## src/rtl/aes_bram_pkg.sv

```systemverilog
// Shared types and constants for the AES-side BRAM responder and its address map.
package aes_bram_pkg;

  typedef enum logic [1:0] {
    StIdle    = 2'd0,
    StRdWait  = 2'd1,
    StWrIssue = 2'd2,
    StAck     = 2'd3
  } aes_bram_state_e;

  localparam int unsigned DataWidth = 32;
  localparam logic [3:0]  ByteEnAll = 4'hF;
  localparam int unsigned RdLatMin  = 1;
  localparam int unsigned RdLatMax  = 3;
  localparam int unsigned LatCntW   = 2;

endpackage

```

## src/rtl/aes_bram_addr_map.sv

```systemverilog
// Combinational byte-to-word address translation with alignment and range check.
module aes_bram_addr_map #(
  parameter int unsigned ADDR_W    = 12,
  parameter int unsigned DEPTH     = 4096,
  parameter logic [31:0] BASE_ADDR = 32'h0000_0000
) (
  input  logic [31:0]       byte_addr,
  output logic [ADDR_W-1:0] word_addr,
  output logic              addr_ok
);

  logic [31:0] offset;
  logic [29:0] word_idx;
  logic [1:0]  unused_offset_lsb;

  assign offset            = byte_addr - BASE_ADDR;
  assign word_idx          = offset[31:2];
  assign unused_offset_lsb = offset[1:0];
  assign word_addr         = word_idx[ADDR_W-1:0];

  // Range is judged on the full index so out-of-range addresses cannot alias in.
  assign addr_ok = (byte_addr[1:0] == 2'b00) &&
                   (byte_addr >= BASE_ADDR) &&
                   ({2'b00, word_idx} < DEPTH);

endmodule

```

## src/rtl/aes_bram_responder.sv

```systemverilog
// BRAM-side responder for the AES single-word four-phase read/write handshake.
// Optional address rejection is enabled with `define AES_BRAM_RANGE_CHECK_EN.
module aes_bram_responder
  import aes_bram_pkg::*;
#(
  parameter int unsigned ADDR_W    = 12,
  parameter int unsigned DEPTH     = 4096,
  parameter int unsigned RD_LAT    = 2,
  parameter logic [31:0] BASE_ADDR = 32'h0000_0000
) (
  input  logic                 aes_clk,
  input  logic                 aes_rst_n,
  input  logic                 aes_start_read,
  input  logic                 aes_start_write,
  input  logic [31:0]          aes_bram_addr,
  input  logic [DataWidth-1:0] aes_bram_write_data,
  output logic [DataWidth-1:0] aes_bram_read_data,
  output logic                 bram_complete,
  output logic                 bram_err,
  output logic                 busy,
  output logic [ADDR_W-1:0]    bram_addr_o,
  output logic                 bram_en,
  output logic [3:0]           bram_we,
  output logic [DataWidth-1:0] bram_din,
  input  logic [DataWidth-1:0] bram_dout
);

  // Out-of-range latencies are clamped to the legal window.
  localparam int unsigned RdLatEff = (RD_LAT < RdLatMin) ? RdLatMin :
                                     (RD_LAT > RdLatMax) ? RdLatMax : RD_LAT;
  localparam logic [LatCntW-1:0] LatInit = LatCntW'(RdLatEff - 1);

  aes_bram_state_e    state_q;
  logic [LatCntW-1:0] lat_cnt_q;
  logic               err_pend_q;
  logic [ADDR_W-1:0]  word_addr;
  logic               addr_ok;
  logic               reject;

  aes_bram_addr_map #(
    .ADDR_W   (ADDR_W),
    .DEPTH    (DEPTH),
    .BASE_ADDR(BASE_ADDR)
  ) u_addr_map (
    .byte_addr(aes_bram_addr),
    .word_addr(word_addr),
    .addr_ok  (addr_ok)
  );

`ifdef AES_BRAM_RANGE_CHECK_EN
  assign reject = ~addr_ok;
`else
  logic unused_addr_ok;
  assign unused_addr_ok = addr_ok;
  assign reject         = 1'b0;
`endif

  assign busy = (state_q != StIdle);

  always_ff @(posedge aes_clk or negedge aes_rst_n) begin
    if (!aes_rst_n) begin
      state_q            <= StIdle;
      lat_cnt_q          <= '0;
      err_pend_q         <= 1'b0;
      aes_bram_read_data <= '0;
      bram_complete      <= 1'b0;
      bram_err           <= 1'b0;
      bram_addr_o        <= '0;
      bram_en            <= 1'b0;
      bram_we            <= 4'h0;
      bram_din           <= '0;
    end else begin
      unique case (state_q)
        StIdle: begin
          if (aes_start_read || aes_start_write) begin
            bram_addr_o <= word_addr;
            err_pend_q  <= reject | (aes_start_read & aes_start_write);
            if (reject) begin
              // Rejected requests reuse the one-cycle issue state with no BRAM access.
              state_q <= StWrIssue;
            end else if (aes_start_read) begin
              bram_en   <= 1'b1;
              lat_cnt_q <= LatInit;
              state_q   <= StRdWait;
            end else begin
              bram_en  <= 1'b1;
              bram_we  <= ByteEnAll;
              bram_din <= aes_bram_write_data;
              state_q  <= StWrIssue;
            end
          end
        end
        StRdWait: begin
          bram_en <= 1'b0;
          if (lat_cnt_q == '0) begin
            aes_bram_read_data <= bram_dout;
            bram_complete      <= 1'b1;
            bram_err           <= err_pend_q;
            state_q            <= StAck;
          end else begin
            lat_cnt_q <= lat_cnt_q - 1'b1;
          end
        end
        StWrIssue: begin
          bram_en       <= 1'b0;
          bram_we       <= 4'h0;
          bram_complete <= 1'b1;
          bram_err      <= err_pend_q;
          state_q       <= StAck;
        end
        StAck: begin
          if (!aes_start_read && !aes_start_write) begin
            bram_complete <= 1'b0;
            bram_err      <= 1'b0;
            state_q       <= StIdle;
          end
        end
        default: state_q <= StIdle;
      endcase
    end
  end

endmodule

```

## config.mk

```make
export PLATFORM = sky130hd
export DESIGN_NAME = aes_bram_responder
export DESIGN_NICKNAME = d
export VERILOG_FILES = /design/src/rtl/aes_bram_pkg.sv /design/src/rtl/aes_bram_addr_map.sv /design/src/rtl/aes_bram_responder.sv
export SDC_FILE = /design/constraint.sdc
export NUM_CORES = 1
export LEC_CHECK = 0
export BUFFER_PORTS_ARGS = -buffer_cell sky130_fd_sc_hd__buf_2
export CAP_MARGIN = 10
export CORE_UTILIZATION = 40
export CTS_CLUSTER_SIZE = 14
export DETAILED_ROUTE_END_ITERATION = 10
export PLACE_DENSITY = 0.75
export SLEW_MARGIN = 20
export SYNTH_ARGS = -nofsm -noshare
export SYNTH_HDL_FRONTEND = slang
export SYNTH_SLANG_ARGS = --single-unit
```

## constraint.sdc

```tcl
create_clock -name aes_clk -period 1.75 [get_ports aes_clk]
set_clock_uncertainty 0.15 [all_clocks]
set_input_delay 0.35 -clock aes_clk [delete_from_list [all_inputs] [get_ports aes_clk]]
set_output_delay 0.35 -clock aes_clk [all_outputs]
set_load 0.02 [all_outputs]
```

==> Yosys cells after proc, flatten, opt, wreduce, memory -nomap -nowiden <==
Index checks and enable logic that the tools add are counted.
W data, S select, Z words.
{ "totals": {"reg_bits": 88, "output_inout_bits": 84, "input_bits": 100} }
{ "op_classes": {"n_eq_ne": 9, "reduce_logical": 20, "mux": 19, "bitwise_logic": 2, "addsub": 1} }
{ "op_table": {"columns": ["cell", "count"], "rows": [
  ["$mux W2", 7],
  ["$ne A2 B2 Y1 const B", 6],
  ["$reduce_and A3 Y1", 4],
  ["$mux W4", 2],
  ["$pmux W2 S4", 1],
  ["$pmux W4 S2", 1],
  ["$reduce_bool A2 Y1", 4],
  ["$pmux W1 S3", 2],
  ["$reduce_and A2 Y1", 3],
  ["$eq A2 B2 Y1 const B", 2],
  ["$logic_not A2 Y1", 2],
  ["$mux W1", 4],
  ["$pmux W2 S2", 1],
  ["$reduce_and A4 Y1", 1],
  ["$reduce_bool A3 Y1", 1],
  ["$eq A2 B1 Y1 const B", 1],
  ["$logic_not A1 Y1", 2],
  ["$pmux W1 S2", 1],
  ["$reduce_or A2 Y1", 1],
  ["$sub A2 B1 Y2 const B", 1],
  ["$and A1 B1 Y1", 1],
  ["$logic_and A1 B1 Y1", 1],
  ["$logic_or A1 B1 Y1", 1],
  ["$not A1 Y1", 1]
]} }

==> Logic depth before layout (Yosys ltp) <==
Gate-level depths: netlist of run 1.
{ "depth": {"word_depth": 4, "mapped_depth": 7, "mapped_depth_nobuf": 5} }

==> Modules after synthesis <==
From an unflattened synthesis of run 1, not the netlist that was laid out.
{ "hier_totals": {"hier_cells": 241, "hier_area_um2": 3585.9} }
{ "modules_own_cells": {"columns": ["module", "area_per_inst_um2", "cells_per_inst", "n_inst"], "rows": [
  ["aes_bram_responder", 3452.1, 221, 1],
  ["aes_bram_addr_map", 133.9, 20, 1]
]} }

==> Worst setup path after synthesis of run 1 <==
OpenSTA, ideal clock, no wires.
{ "synth_path": {"kind": "reg2reg", "from": "register state_q[1]", "to": "register bram_err", "slack_ns": 0.000, "arrival_ns": 1.475, "synth_period_minus_slack_ns": 1.750, "n_path_buf": 1, "stages_incl_launch_ff": 7, "path_cell_list": "dfrtp_1 -> inv_1 -> ha_1 -> nor2b_1 -> buf_2 -> nor3_2 -> mux2_2"} }
{ "synth_between": {"elab_chain_len": 3, "elab_cells_between_ends": 8} }
{ "synth_rtl": {"columns": ["item", "line", "source"], "rows": [
  ["start, declared", "aes_bram_responder.sv:33", "aes_bram_state_e state_q;"],
  ["start signal, assigned", "aes_bram_responder.sv:62", "state_q <= StIdle;"],
  ["start signal, assigned", "aes_bram_responder.sv:80", "state_q <= StWrIssue;"],
  ["start signal, assigned", "aes_bram_responder.sv:84", "state_q <= StRdWait;"],
  ["$eq A2 B2 Y1 or $eq A2 B1 Y1 (tied branches)", "aes_bram_responder.sv:73", "unique case (state_q)"],
  ["$ne A2 B2 Y1 (no line) or $reduce_bool A3 Y1 (tied branches)", null, null],
  ["$reduce_and A3 Y1 (no line)", null, null],
  ["end signal, assigned", "aes_bram_responder.sv:98", "bram_err <= err_pend_q;"],
  ["end signal, assigned", "aes_bram_responder.sv:108", "bram_err <= err_pend_q;"],
  ["end, declared", "aes_bram_responder.sv:19", "output logic bram_err,"]
]} }
Parallel ways exist; a longest one is shown, timed or not.
A chain may end at the register's enable or synchronous reset.

==> Worst setup path after layout of run 1 <==
{ "layout_path": {"from": "register state_q[0]", "to": "output busy"} }
{ "layout_between": {"elab_chain_len": 1} }
{ "layout_rtl": {"columns": ["item", "line", "source"], "rows": [
  ["$reduce_bool A2 Y1", "aes_bram_responder.sv:58", "assign busy = (state_q != StIdle);"],
  ["end, declared", "aes_bram_responder.sv:20", "output logic busy,"]
]} }
Every way passes these cells.

==> results of run 1 <==
## registers in the layout, indices dropped and copies added (netlist names)
register	cells
bram_we	1
err_pend_q	1
aes_bram_read_data	32
bram_err	1
state_q	2
lat_cnt_q	2
bram_din	32
bram_en	1
bram_addr_o	12
bram_complete	1
## report_power, final
part           internal (uW)  total, uW  switching, uW
clock                    840       1540            702
combinational           2370       5030           2650
sequential              2960       3420            466
total                   6170       9990           3820
## cell type report
type / count / share of cell area, %
flip-flops and latches: 85 / 43.0
multi-input cells: 114 / 26.4
repair buffers: 188 / 22.8
clock buffers: 10 / 2.79
well taps: 105 / 2.66
clock inverters: 5 / 1.70
inverters: 8 / 0.658
## path summary, 6_finish.rpt
kind,endpoint,depth (start not counted),from
setup / recovery,busy,5,state_q[0]$_DFFE_PN0P_
hold / removal,aes_bram_read_data[25]$_DFFE_PN0P_,2,bram_dout[25]
setup reg to reg,state_q[1]$_DFFE_PN0P_,6,state_q[0]$_DFFE_PN0P_
hold reg to reg,lat_cnt_q[0]$_DFFE_PN0P_,1,lat_cnt_q[0]$_DFFE_PN0P_
max in group asynchronous,bram_en$_DFFE_PN0P_,3,aes_rst_n
min in group asynchronous,bram_din[3]$_DFFE_PN0P_,3,aes_rst_n
## routing by layer
metal  part of all wire, %  routed length, um  track usage, %  vias to the layer above
met5                     0                  0               0                        -
li1                      -                  -               -                     1141
met1                    42               3120            19.8                     1154
met4                   1.8                137            8.46                        0
met3                   6.8                507            4.67                       11
met2                    50               3710            28.1                      100
## layout by cell type (no fill, tap or decap), types with 5 or more instances in the layout
cell type / count
buf_2: 161
dfrtp_1: 85
mux2_2: 74
buf_4: 15
clkbuf_8: 10
inv_1: 5
buf_6: 5
## stage by stage
stage,hold WS [ns],setup slack [ns],TNS [ns]
2_1_floorplan,-0.0956,0.0000959,0
3_3_place_gp,0.265,0.00829,0
3_5_place_dp,0.272,-0.0165,-0.111
4_1_cts,0.0519,-0.00692,-0.00692
5_1_grt,0.0516,-0.0700,-0.604
6_report,0.0708,-0.0177,-0.0177
## timing repair
| action | in CTS | in global routing |
|---|---|---|
| setup buffers | 4 | 1 |
| hold buffers | 1 | 0 |
| resized for setup | 23 | 12 |
| endpoints found under the hold margin | 85 | 0 |
| setup endpoints to repair | 2 | 32 |
| pin swaps | 2 | 5 |
| cloned | 2 | 1 |
## cell usage after synthesis (2+ instances only)
cell type / instances / area [um2]
dfrtp_1: 85 / 2130
o21a_1: 3 / 22.5
inv_1: 8 / 30.0
buf_2: 5 / 25.0
mux2_2: 76 / 856
o32ai_1: 2 / 17.5
buf_6: 5 / 56.3
buf_4: 4 / 30.0
ha_1: 6 / 75.1
mux2i_1: 3 / 30.0
nand2_1: 4 / 15.0
o21ai_0: 2 / 10.0
nor2b_1: 3 / 18.8
## logic make-up (layout without fill, tap and decap cells)
| logic type | after synthesis | in the layout | share of synthesized area [%] |
|---|---|---|---|
| AO/OA/AOI/OAI | 15 | 15 | 3.33 |
| adder cells (fa/ha/maj) | 6 | 6 | 2.17 |
| buffers and inverters | 22 | 211 | 4.10 |
| flip-flops | 85 | 85 | 61.6 |
| multiplexers | 80 | 80 | 26.1 |
| AND/OR/NAND/NOR | 13 | 13 | 2.68 |
==> results.txt, run 1 <==
----------------------------------------------------
[Outcome]
  Run status ... complete, but fails checks
  Failing checks ... setup timing

[Clock tree]
  Clock tree from TritonCTS ... yes
  Number of clock sinks seen by CTS ... 85
  Buffer levels on the longest clock path ... 2
  Number of CTS-inserted buffers ... 9
  Number of H-tree branching levels ... 3
  Clk Tree Root Cell ... clkbuf_8
  Register clock-pin slew on the reported worst setup and hold paths ... 0.09 ns
  Clk_lat worst skew ... 0.35 ns

[Layout]
  Total of fill cells in the finished design ... 678
  Area of combinational cells with multiple inputs ... 0.00130 mm2
  Layout cells sized above 1 ... 72.4%
  Area of all sequential standard cells ... 0.00213 mm2
  Number of diodes added for antenna fixing ... 0
  Non-filler cells, final ... 515
  Core occupancy in the finished layout ... 59.5%
  Area of all placed cells without fillers ... 0.00494 mm2
  Total number of nets in the final design ... 512
  Syn-to-layout area delta ... 43.1%

[Yosys]
  Mapped cell area ... 0.00345 mm2
  Proportion of synthesized chip area in sequential cells ... 61.6%
  Post-synth net total ... 327
  Number of flops mapped to enable cells by yosys ... 0
  Warnings from Yosys ... 0
  Flip-flop and latch count after synthesis ... 85
  Avg Inst Size Synth ... 15.6 um2
  Share of async-settable or async-resettable flops after synthesis ... 100%
  Cell variety after synth ... 28
  Synth Instances ... 221
  Synth Flop Type ... dfrtp_1

[Floorplanning]
  Starting density of the core ... 41.6%
  Vertical die dimension ... 94.9 um
  Width of the chip ... 94.9 um
  Die ar. ... 0.00901 mm2
  IO Count ... 184
  Core area ... 0.00830 mm2
  Std cell rows ... 33

[Pwr]
  Worst VDD drop ... 1020 uV
  Power density of the placed cells ... 2020 mW/mm2
  Cell leakage power ... 0.00248 uW
  Overall power ... 9990 uW

[Timing]
  Period minus WS final ... 1.77 ns
  Share of the cycle needed by the critical path after routing ... 101%
  Final Hold Viols ... 0
  Unrepaired setup endpoints after global routing ... yes
  Top achievable clock speed ... 566 MHz
  Post-route worst setup slack ... -0.0177 ns
  Final setup viols ... 1
  Number of pins with negative max-slew slack in the final report ... 0
  Worst-case headroom to the max-slew limit ... 56.0%
  Actual slew at the worst max-slew pin ... 0.660 ns

[Global route]
  Number of antenna violations at the first check in global routing ... 0
  Total global routing overflow ... 0
  Vias in the first global route ... 2465
  Pin count of the biggest net entering global routing ... 86
  First-pass GRT wire length ... 11.4 mm
  GRT Total Usage ... 16.8%

[Critical path]
  Dominant delay contributor by cell family on the critical path ... flip-flops
  Slowest stage delay, CP ... 0.40 ns
  Cell at the slowest stage of the critical path ... dfrtp_1
  Cell-by-cell trace of the critical path ... inv_2 -> buf_6 -> ha_4 -> inv_4 -> buf_6
  Crit path capture type ... primary output
  Signal arrival time at the worst endpoint ... 1.27 ns
  Setup slack of the worst register-to-register path ... 0 ns
  Worst setup SP type ... flip-flop
  Worst Path Buf+Inv ... 4
  Setup CP Type ... flip-flop to primary output
  Most used cell along the critical path ... buf_6
  Max FO, Critical Path ... 4
  Data required time at the worst endpoint ... 1.25 ns

[Placed design]
  Routability congestion estimate ... 0.791
  Count of port buffers added during placement ... 163
  Standard cell area after detailed placement ... 0.00445 mm2
  Number of cells after detailed placement ... 491
  Post-DP HPWL ... 4.94 mm

[Routing]
  Violation count after the first detailed-route iteration ... 70
  Via count normalized by instance count ... 4.67
  Iteration count of the initial detailed-routing pass ... 4
  Vias ... 2406
  Remaining number of nets flagged by the antenna check after routing ... 0
  Number of DRC violations after detailed routing ... 0
  Avg WL per Cell ... 14.5 um
  Drt total wl ... 7.48 mm

[Min path]
  Hold Path Class ... input pin to flip-flop

[Run]
  Max-capacitance violation count ... 0

----------------------------------------------------
No activity file was read; power rests on OpenSTA's default activity.
==> inputs of run 2 (changes only) <==
Settings changed: CELL_PAD_IN_SITES_DETAIL_PLACEMENT from default to 1, CELL_PAD_IN_SITES_GLOBAL_PLACEMENT from default to 2, CORE_UTILIZATION 40 to 25, RECOVER_POWER from default to 25.
==> run 2 against run 1 <==
  * The flow still finishes with violations (setup timing)
  * Clock-buffer cell count grew 3
  * Core utilization decreased by 22 points
  * Combinational power down 2%
  * Largest power group unchanged
  * Highest routed layer unchanged
==> results.txt, run 2 (synthesis results as in run 1) <==
----------------------------------------------------
[Placed design]
  Pre-CTS worst setup slack ... 0.00925 ns (was -0.0165 ns)
  Standard cell area after detailed placement ... 0.00455 mm2 (was 0.00445 mm2)
  Count of port buffers added during placement ... 163 (unchanged)
  Routability congestion estimate ... 0.736 (was 0.791)
  Post-DP HPWL ... 6.12 mm (was 4.94 mm)

[Routing]
  Iteration count of the initial detailed-routing pass ... 4 (unchanged)
  Drt total wl ... 8.54 mm (was 7.48 mm)
  Via count normalized by instance count ... 4.22 (was 4.67)
  Vias ... 2479 (was 2406)
  Remaining number of nets flagged by the antenna check after routing ... 0 (unchanged)
  Violation count after the first detailed-route iteration ... 43 (was 70)
  Avg WL per Cell ... 14.5 um (about the same)
  Number of DRC violations after detailed routing ... 0 (unchanged)

[Timing]
  Top achievable clock speed ... 562 MHz (was 566 MHz)
  Actual slew at the worst max-slew pin ... 0.782 ns (was 0.660 ns)
  Worst-case headroom to the max-slew limit ... 47.8% (was 56.0%)
  Final Hold Viols ... 0 (unchanged)
  Unrepaired setup endpoints after global routing ... yes (unchanged)
  Post-route worst setup slack ... -0.0300 ns (was -0.0177 ns)
  Number of pins with negative max-slew slack in the final report ... 0 (unchanged)
  Smallest hold slack ... 0.0893 ns (was 0.0708 ns)
  Share of the cycle needed by the critical path after routing ... 102% (was 101%)
  Final setup viols ... 2 (was 1)
  Period minus WS final ... 1.78 ns (was 1.77 ns)

[Layout]
  Total number of nets in the final design ... 513 (was 512)
  Leading cell type in the layout, fill and taps excluded ... buf_2 (unchanged)
  Area of all placed cells without fillers ... 0.00501 mm2 (was 0.00494 mm2)
  Syn-to-layout area delta ... 45.2% (was 43.1%)
  Layout cells sized above 1 ... 70.9% (was 72.4%)
  Top library cells by usage in the layout, fill and taps aside ... buf_2, dfrtp_1, mux2_2 (unchanged)
  Largest registers ... aes_bram_read_data (32), bram_din (32), bram_addr_o (12) (unchanged)
  Number of diodes added for antenna fixing ... 0 (unchanged)
  Core occupancy in the finished layout ... 37.6% (was 59.5%)

[Critical path]
  Most used cell along the critical path ... buf_4 (was buf_6)
  Dominant delay contributor by cell family on the critical path ... compound AO/OA/AOI/OAI gates (was flip-flops)
  Number of cell instances on the worst register-to-register path ... 6 (unchanged)
  Setup slack of the worst register-to-register path ... -0.03 ns (was 0 ns)
  Cell-by-cell trace of the critical path ... buf_6 -> buf_4 -> ha_1 -> buf_4 -> o32ai_1 -> a211oi_2 (was inv_2 -> buf_6 -> ha_4 -> inv_4 -> buf_6)
  Data required time at the worst endpoint ... 1.81 ns (was 1.25 ns)
  Signal arrival time at the worst endpoint ... 1.84 ns (was 1.27 ns)
  Start of the worst register-to-register path ... state_q[0]$_DFFE_PN0P_ (unchanged)
  Destination of the worst register-to-register timing path ... state_q[1]$_DFFE_PN0P_ (unchanged)
  Setup CP Type ... flip-flop to flip-flop (was flip-flop to primary output)
  Cell at the slowest stage of the critical path ... dfrtp_1 (unchanged)
  Worst Path Buf+Inv ... 3 (was 4)
  Crit path capture type ... flip-flop (was primary output)
  Slowest stage delay, CP ... 0.40 ns (about the same)
  Worst setup SP type ... flip-flop (unchanged)
  Max FO, Critical Path ... 4 (unchanged)

[Global route]
  Pin count of the biggest net entering global routing ... 86 (unchanged)
  Total global routing overflow ... 0 (unchanged)
  First-pass GRT wire length ... 13.4 mm (was 11.4 mm)
  Vias in the first global route ... 2667 (was 2465)
  GRT Total Usage ... 12.2% (was 16.8%)
  Number of antenna violations at the first check in global routing ... 0 (unchanged)

[Clock tree]
  Number of CTS-inserted buffers ... 9 (unchanged)
  Clock tree from TritonCTS ... yes (unchanged)
  Register clock-pin slew on the reported worst setup and hold paths ... 0.06 ns (was 0.09 ns)
  Buffer levels on the longest clock path ... 2 (unchanged)
  Number of clock sinks seen by CTS ... 85 (unchanged)
  Clk Tree Root Cell ... clkbuf_16 (was clkbuf_8)
  Clk_lat worst skew ... 0.34 ns (was 0.35 ns)
  Number of H-tree branching levels ... 3 (unchanged)

[Min path]
  Endpoint with the worst hold slack ... bram_din[7]$_DFFE_PN0P_ (was aes_bram_read_data[25]$_DFFE_PN0P_)
  Worst Min Path Start ... aes_bram_write_data[7] (was bram_dout[25])
  Number of instances on the worst hold path ... 2 (unchanged)
  Hold Path Class ... input pin to flip-flop (unchanged)

[Floorplanning]
  Width of the chip ... 120 um (was 94.9 um)
  Die ar. ... 0.0143 mm2 (was 0.00901 mm2)
  Vertical die dimension ... 120 um (was 94.9 um)
  Std cell rows ... 42 (was 33)
  Starting density of the core ... 25.9% (was 41.6%)
  IO Count ... 184 (unchanged)
  Core area ... 0.0133 mm2 (was 0.00830 mm2)

[Pwr]
  Overall power ... 10100 uW (was 9990 uW)
  Power density of the placed cells ... 2020 mW/mm2 (about the same)
  Cell leakage power ... 0.00250 uW (was 0.00248 uW)
  Worst VDD drop ... 752 uV (was 1020 uV)

[Outcome]
  Run status ... complete, but fails checks (unchanged)
  Failing checks ... setup timing (unchanged)

[Run]
  Max-capacitance violation count ... 0 (unchanged)

----------------------------------------------------
-- run 2: changes by cell type in the layout (fill, tap and decap cells not counted), moves of 2 or more --
cell / before / now
clkbuf_1: 0 / 2
buf_4: 15 / 17
buf_16: 2 / 0
clkbuf_16: 1 / 10
ha_2: 3 / 1
ha_1: 1 / 3
clkbuf_8: 10 / 2
bufinv_16: 2 / 0
-- run 2: through the flow --
step	TNS, ns	cells
after global placement	0	564
after global routing	-0.303	588
after CTS	-0.293	582
final	-0.0358	588
after detailed placement	0	564
after floorplan	0	221
-- run 2: area by class of cell --
type | instances | area [um2]
clock buffers | 13 | 260
clock inverters | 3 | 20.0
fillers | 1479 | 8340
inverters | 8 | 32.5
multi-input cells | 114 | 1260
flip-flops and latches | 85 | 2130
well taps | 176 | 220
repair buffers | 189 | 1090
-- run 2: timing repair --
item	4_1_cts	5_1_grt
setup buffers	1	5
endpoints found under the hold margin	85	0
setup endpoints to repair	1	57
gates resized for setup	9	16
pin swaps	0	3
hold buffers	1	0
gates cloned	0	1
-- run 2: worst max-delay path by stage --
stage                                               endpoint  slack, ns  cells after the start              startpoint
after floorplan                         bram_err$_DFFE_PN0P_     0.0001                      6  state_q[1]$_DFFE_PN0P_
after detailed placement          bram_addr_o[3]$_DFFE_PN0P_      0.009                      3          aes_start_read
final                                 state_q[1]$_DFFE_PN0P_      -0.03                      6  state_q[0]$_DFFE_PN0P_
after global placement    aes_bram_read_data[30]$_DFFE_PN0P_       0.03                      5  state_q[0]$_DFFE_PN0P_
after CTS                               bram_err$_DFFE_PN0P_      -0.08                      6  state_q[0]$_DFFE_PN0P_
after global routing                  state_q[1]$_DFFE_PN0P_      -0.08                      6  state_q[0]$_DFFE_PN0P_
-- run 2: metal layers --
metal / wire length (um) / vias to the layer above / track usage (%)
met2: 4520 / 95 / 20.8
li1: - / 1141 / -
met4: 92 / 0 / 4.69
met3: 670 / 11 / 4.94
met5: 0 / - / 0
met1: 3260 / 1232 / 13.6
-- run 2: power by group --
| group | switching [uW] | internal [uW] |
|---|---|---|
| registers | 466 | 2960 |
| logic | 2640 | 2280 |
| clock network | 756 | 1040 |
| total | 3860 | 6280 |
==> inputs of run 3 (changes only) <==
Settings changed: PLACE_DENSITY 0.75 to default, PLACE_DENSITY_LB_ADDON from default to 0.1.
==> run 3 against run 2 <==
  * The run now ends clean
  * Via count decreased by 1.0%
  * Critical path type is now flip-flop to primary output
  * Sequential power about the same
  * Sequential cell count unchanged
  * Final area increased by 1.2%
  * Non-clock buffer count decreased by 3
  * Total power increased by 2.4%
  * Highest routed layer unchanged
  * Sequential share of layout area decreased by 0.51 points
  * Fmax increased by 3.9%
==> results.txt, run 3 (synthesis results as in run 1) <==
----------------------------------------------------
[Outcome]
  Run status ... finished clean (was complete, but fails checks)

[Floorplanning]
  Width of the chip ... 120 um (unchanged)
  Starting density of the core ... 25.9% (unchanged)
  Vertical die dimension ... 120 um (unchanged)
  Die ar. ... 0.0143 mm2 (unchanged)
  Std cell rows ... 42 (unchanged)
  Core area ... 0.0133 mm2 (unchanged)
  IO Count ... 184 (unchanged)

[Pwr]
  Cell leakage power ... 0.00253 uW (was 0.00250 uW)
  Worst VDD drop ... 701 uV (was 752 uV)
  Power density of the placed cells ... 2050 mW/mm2 (was 2020 mW/mm2)

[Layout]
  Largest registers ... aes_bram_read_data (32), bram_din (32), bram_addr_o (12) (unchanged)
  Layout cells sized above 1 ... 70.9% (about the same)
  Leading cell type in the layout, fill and taps excluded ... buf_2 (unchanged)
  Total of fill cells in the finished design ... 1475 (was 1479)
  Syn-to-layout area delta ... 47.0% (was 45.2%)
  Area of all placed cells without fillers ... 0.00507 mm2 (was 0.00501 mm2)
  Total number of nets in the final design ... 510 (was 513)
  Number of diodes added for antenna fixing ... 0 (unchanged)
  Top library cells by usage in the layout, fill and taps aside ... buf_2, dfrtp_1, mux2_2 (unchanged)
  Non-filler cells, final ... 585 (was 588)

[Placed design]
  Count of port buffers added during placement ... 163 (unchanged)
  Routability congestion estimate ... 0.694 (was 0.736)
  Post-DP HPWL ... 6.04 mm (was 6.12 mm)
  Standard cell area after detailed placement ... 0.00454 mm2 (was 0.00455 mm2)
  Number of cells after detailed placement ... 563 (was 564)

[Critical path]
  Crit path capture type ... primary output (was flip-flop)
  Start of the worst register-to-register path ... state_q[0]$_DFFE_PN0P_ (unchanged)
  Setup CP Type ... flip-flop to primary output (was flip-flop to flip-flop)
  Number of cell instances on the worst register-to-register path ... 6 (unchanged)
  Data required time at the worst endpoint ... 1.25 ns (was 1.81 ns)
  Signal arrival time at the worst endpoint ... 1.21 ns (was 1.84 ns)
  Worst Path Buf+Inv ... 4 (was 3)
  Cell at the slowest stage of the critical path ... dfrtp_1 (unchanged)
  Setup slack of the worst register-to-register path ... 0.05 ns (was -0.03 ns)
  Destination of the worst register-to-register timing path ... aes_bram_read_data[10]$_DFFE_PN0P_ (was state_q[1]$_DFFE_PN0P_)
  Dominant delay contributor by cell family on the critical path ... flip-flops (was compound AO/OA/AOI/OAI gates)
  Worst setup SP type ... flip-flop (unchanged)
  Critical path depth ... 5 (was 6)
  Max FO, Critical Path ... 3 (was 4)
  Slowest stage delay, CP ... 0.39 ns (was 0.40 ns)
  Cell-by-cell trace of the critical path ... inv_2 -> buf_4 -> ha_4 -> inv_4 -> buf_6 (was buf_6 -> buf_4 -> ha_1 -> buf_4 -> o32ai_1 -> a211oi_2)

[Timing]
  Number of pins with negative max-slew slack in the final report ... 0 (unchanged)
  Worst-case headroom to the max-slew limit ... 44.5% (was 47.8%)
  Final setup TNS ... 0 ns (was -0.0358 ns)
  Share of the cycle needed by the critical path after routing ... 97.9% (was 102%)
  Final Hold Viols ... 0 (unchanged)
  Top achievable clock speed ... 584 MHz (was 562 MHz)
  Period minus WS final ... 1.71 ns (was 1.78 ns)
  Actual slew at the worst max-slew pin ... 0.832 ns (was 0.782 ns)
  Final setup viols ... 0 (was 2)
  Unrepaired setup endpoints after global routing ... yes (unchanged)

[Routing]
  Avg WL per Cell ... 15.3 um (was 14.5 um)
  Number of DRC violations after detailed routing ... 0 (unchanged)
  Drt total wl ... 8.94 mm (was 8.54 mm)
  Remaining number of nets flagged by the antenna check after routing ... 0 (unchanged)
  Via count normalized by instance count ... 4.19 (was 4.22)
  Iteration count of the initial detailed-routing pass ... 3 (was 4)
  Violation count after the first detailed-route iteration ... 29 (was 43)
  Vias ... 2453 (was 2479)

[Min path]
  Number of instances on the worst hold path ... 2 (unchanged)
  Worst Min Path Start ... bram_dout[19] (was aes_bram_write_data[7])
  Hold Path Class ... input pin to flip-flop (unchanged)
  Endpoint with the worst hold slack ... aes_bram_read_data[19]$_DFFE_PN0P_ (was bram_din[7]$_DFFE_PN0P_)

[Clock tree]
  Clk Tree Root Cell ... clkbuf_16 (unchanged)
  Number of clock sinks seen by CTS ... 85 (unchanged)
  Number of CTS-inserted buffers ... 9 (unchanged)
  Buffer levels on the longest clock path ... 2 (unchanged)
  Number of H-tree branching levels ... 3 (unchanged)
  Register clock-pin slew on the reported worst setup and hold paths ... 0.06 ns (about the same)
  Clk_lat worst skew ... 0.33 ns (was 0.34 ns)
  Clock tree from TritonCTS ... yes (unchanged)

[Global route]
  GRT Total Usage ... 12.7% (was 12.2%)
  Total global routing overflow ... 0 (unchanged)
  First-pass GRT wire length ... 13.8 mm (was 13.4 mm)
  Vias in the first global route ... 2640 (was 2667)
  Pin count of the biggest net entering global routing ... 86 (unchanged)
  Number of antenna violations at the first check in global routing ... 0 (unchanged)

[Run]
  Max-capacitance violation count ... 0 (unchanged)

----------------------------------------------------
[run 3: cell types whose count changed in the layout (fill, tap and decap cells not counted), moves of 2 or more]
cell | before | now
clkbuf_8 | 2 | 0
buf_4 | 17 | 13
mux2_2 | 75 | 67
ha_2 | 1 | 3
bufinv_16 | 0 | 2
mux2_4 | 2 | 10
ha_1 | 3 | 1
[run 3: worst register-to-register path, cell delays in order, from the launching register on]
cell,delay [ns]
dfrtp_1,0.40
buf_6,0.13
ha_2,0.18
buf_6,0.13
nand2_8,0.09
clkbuf_16,0.17
mux2_2,0.34
[run 3: stage by stage]
step                      power (uW)  setup WS, ns  hold slack, ns  util (%)
after global routing           11100       -0.0416          0.0733      38.0
after CTS                      10200       -0.0748          0.0694      36.7
final                          10400        0.0367          0.0904      38.0
after detailed placement        7990       0.00883           0.287      34.0
after floorplan                 6350     0.0000959         -0.0956         -
after global placement          7900        0.0294           0.286      34.0
[run 3: report_power, final]
part / leakage [uW] / switching, uW / internal, uW
registers: 0.00101 / 453 / 2960
clock network: 0.000147 / 761 / 1250
logic: 0.00138 / 2640 / 2310
total: 0.00253 / 3850 / 6530
[run 3: layout make-up]
type	instances	area, um2	area share [%]
Sequential cell	85	2130	41.9
Clock buffer	12	236	4.66
Clock inverter	4	72.6	1.43
Timing Repair Buffer	186	1080	21.3
Tap cell	176	220	4.34
Multi-Input combinational cell	114	1300	25.7
Inverter	8	32.5	0.641
[run 3: per-layer routing]
metal,track usage [%],part of all wire [%]
met5,0,0
met4,4.92,1.5
met3,5.70,8.1
met2,20.9,49
met1,14.4,42
[run 3: worst max-delay path by stage]
| stage | startpoint | to |
|---|---|---|
| 2_1_floorplan | state_q[1]$_DFFE_PN0P_ | bram_err$_DFFE_PN0P_ |
| 3_3_place_gp | state_q[0]$_DFFE_PN0P_ | bram_err$_DFFE_PN0P_ |
| 3_5_place_dp | state_q[0]$_DFFE_PN0P_ | bram_addr_o[9]$_DFFE_PN0P_ |
| 4_1_cts | state_q[0]$_DFFE_PN0P_ | bram_err$_DFFE_PN0P_ |
| 5_1_grt | state_q[0]$_DFFE_PN0P_ | busy |
| 6_report | state_q[1]$_DFFE_PN0P_ | busy |
[run 3: repair_timing]
action	in CTS	in global routing
hold buffers	1	0
endpoints found under the setup margin	1	79
endpoints found under the hold margin	85	0
cloned	0	3
resized for setup	9	27
setup buffers	1	2
pin swaps	1	4
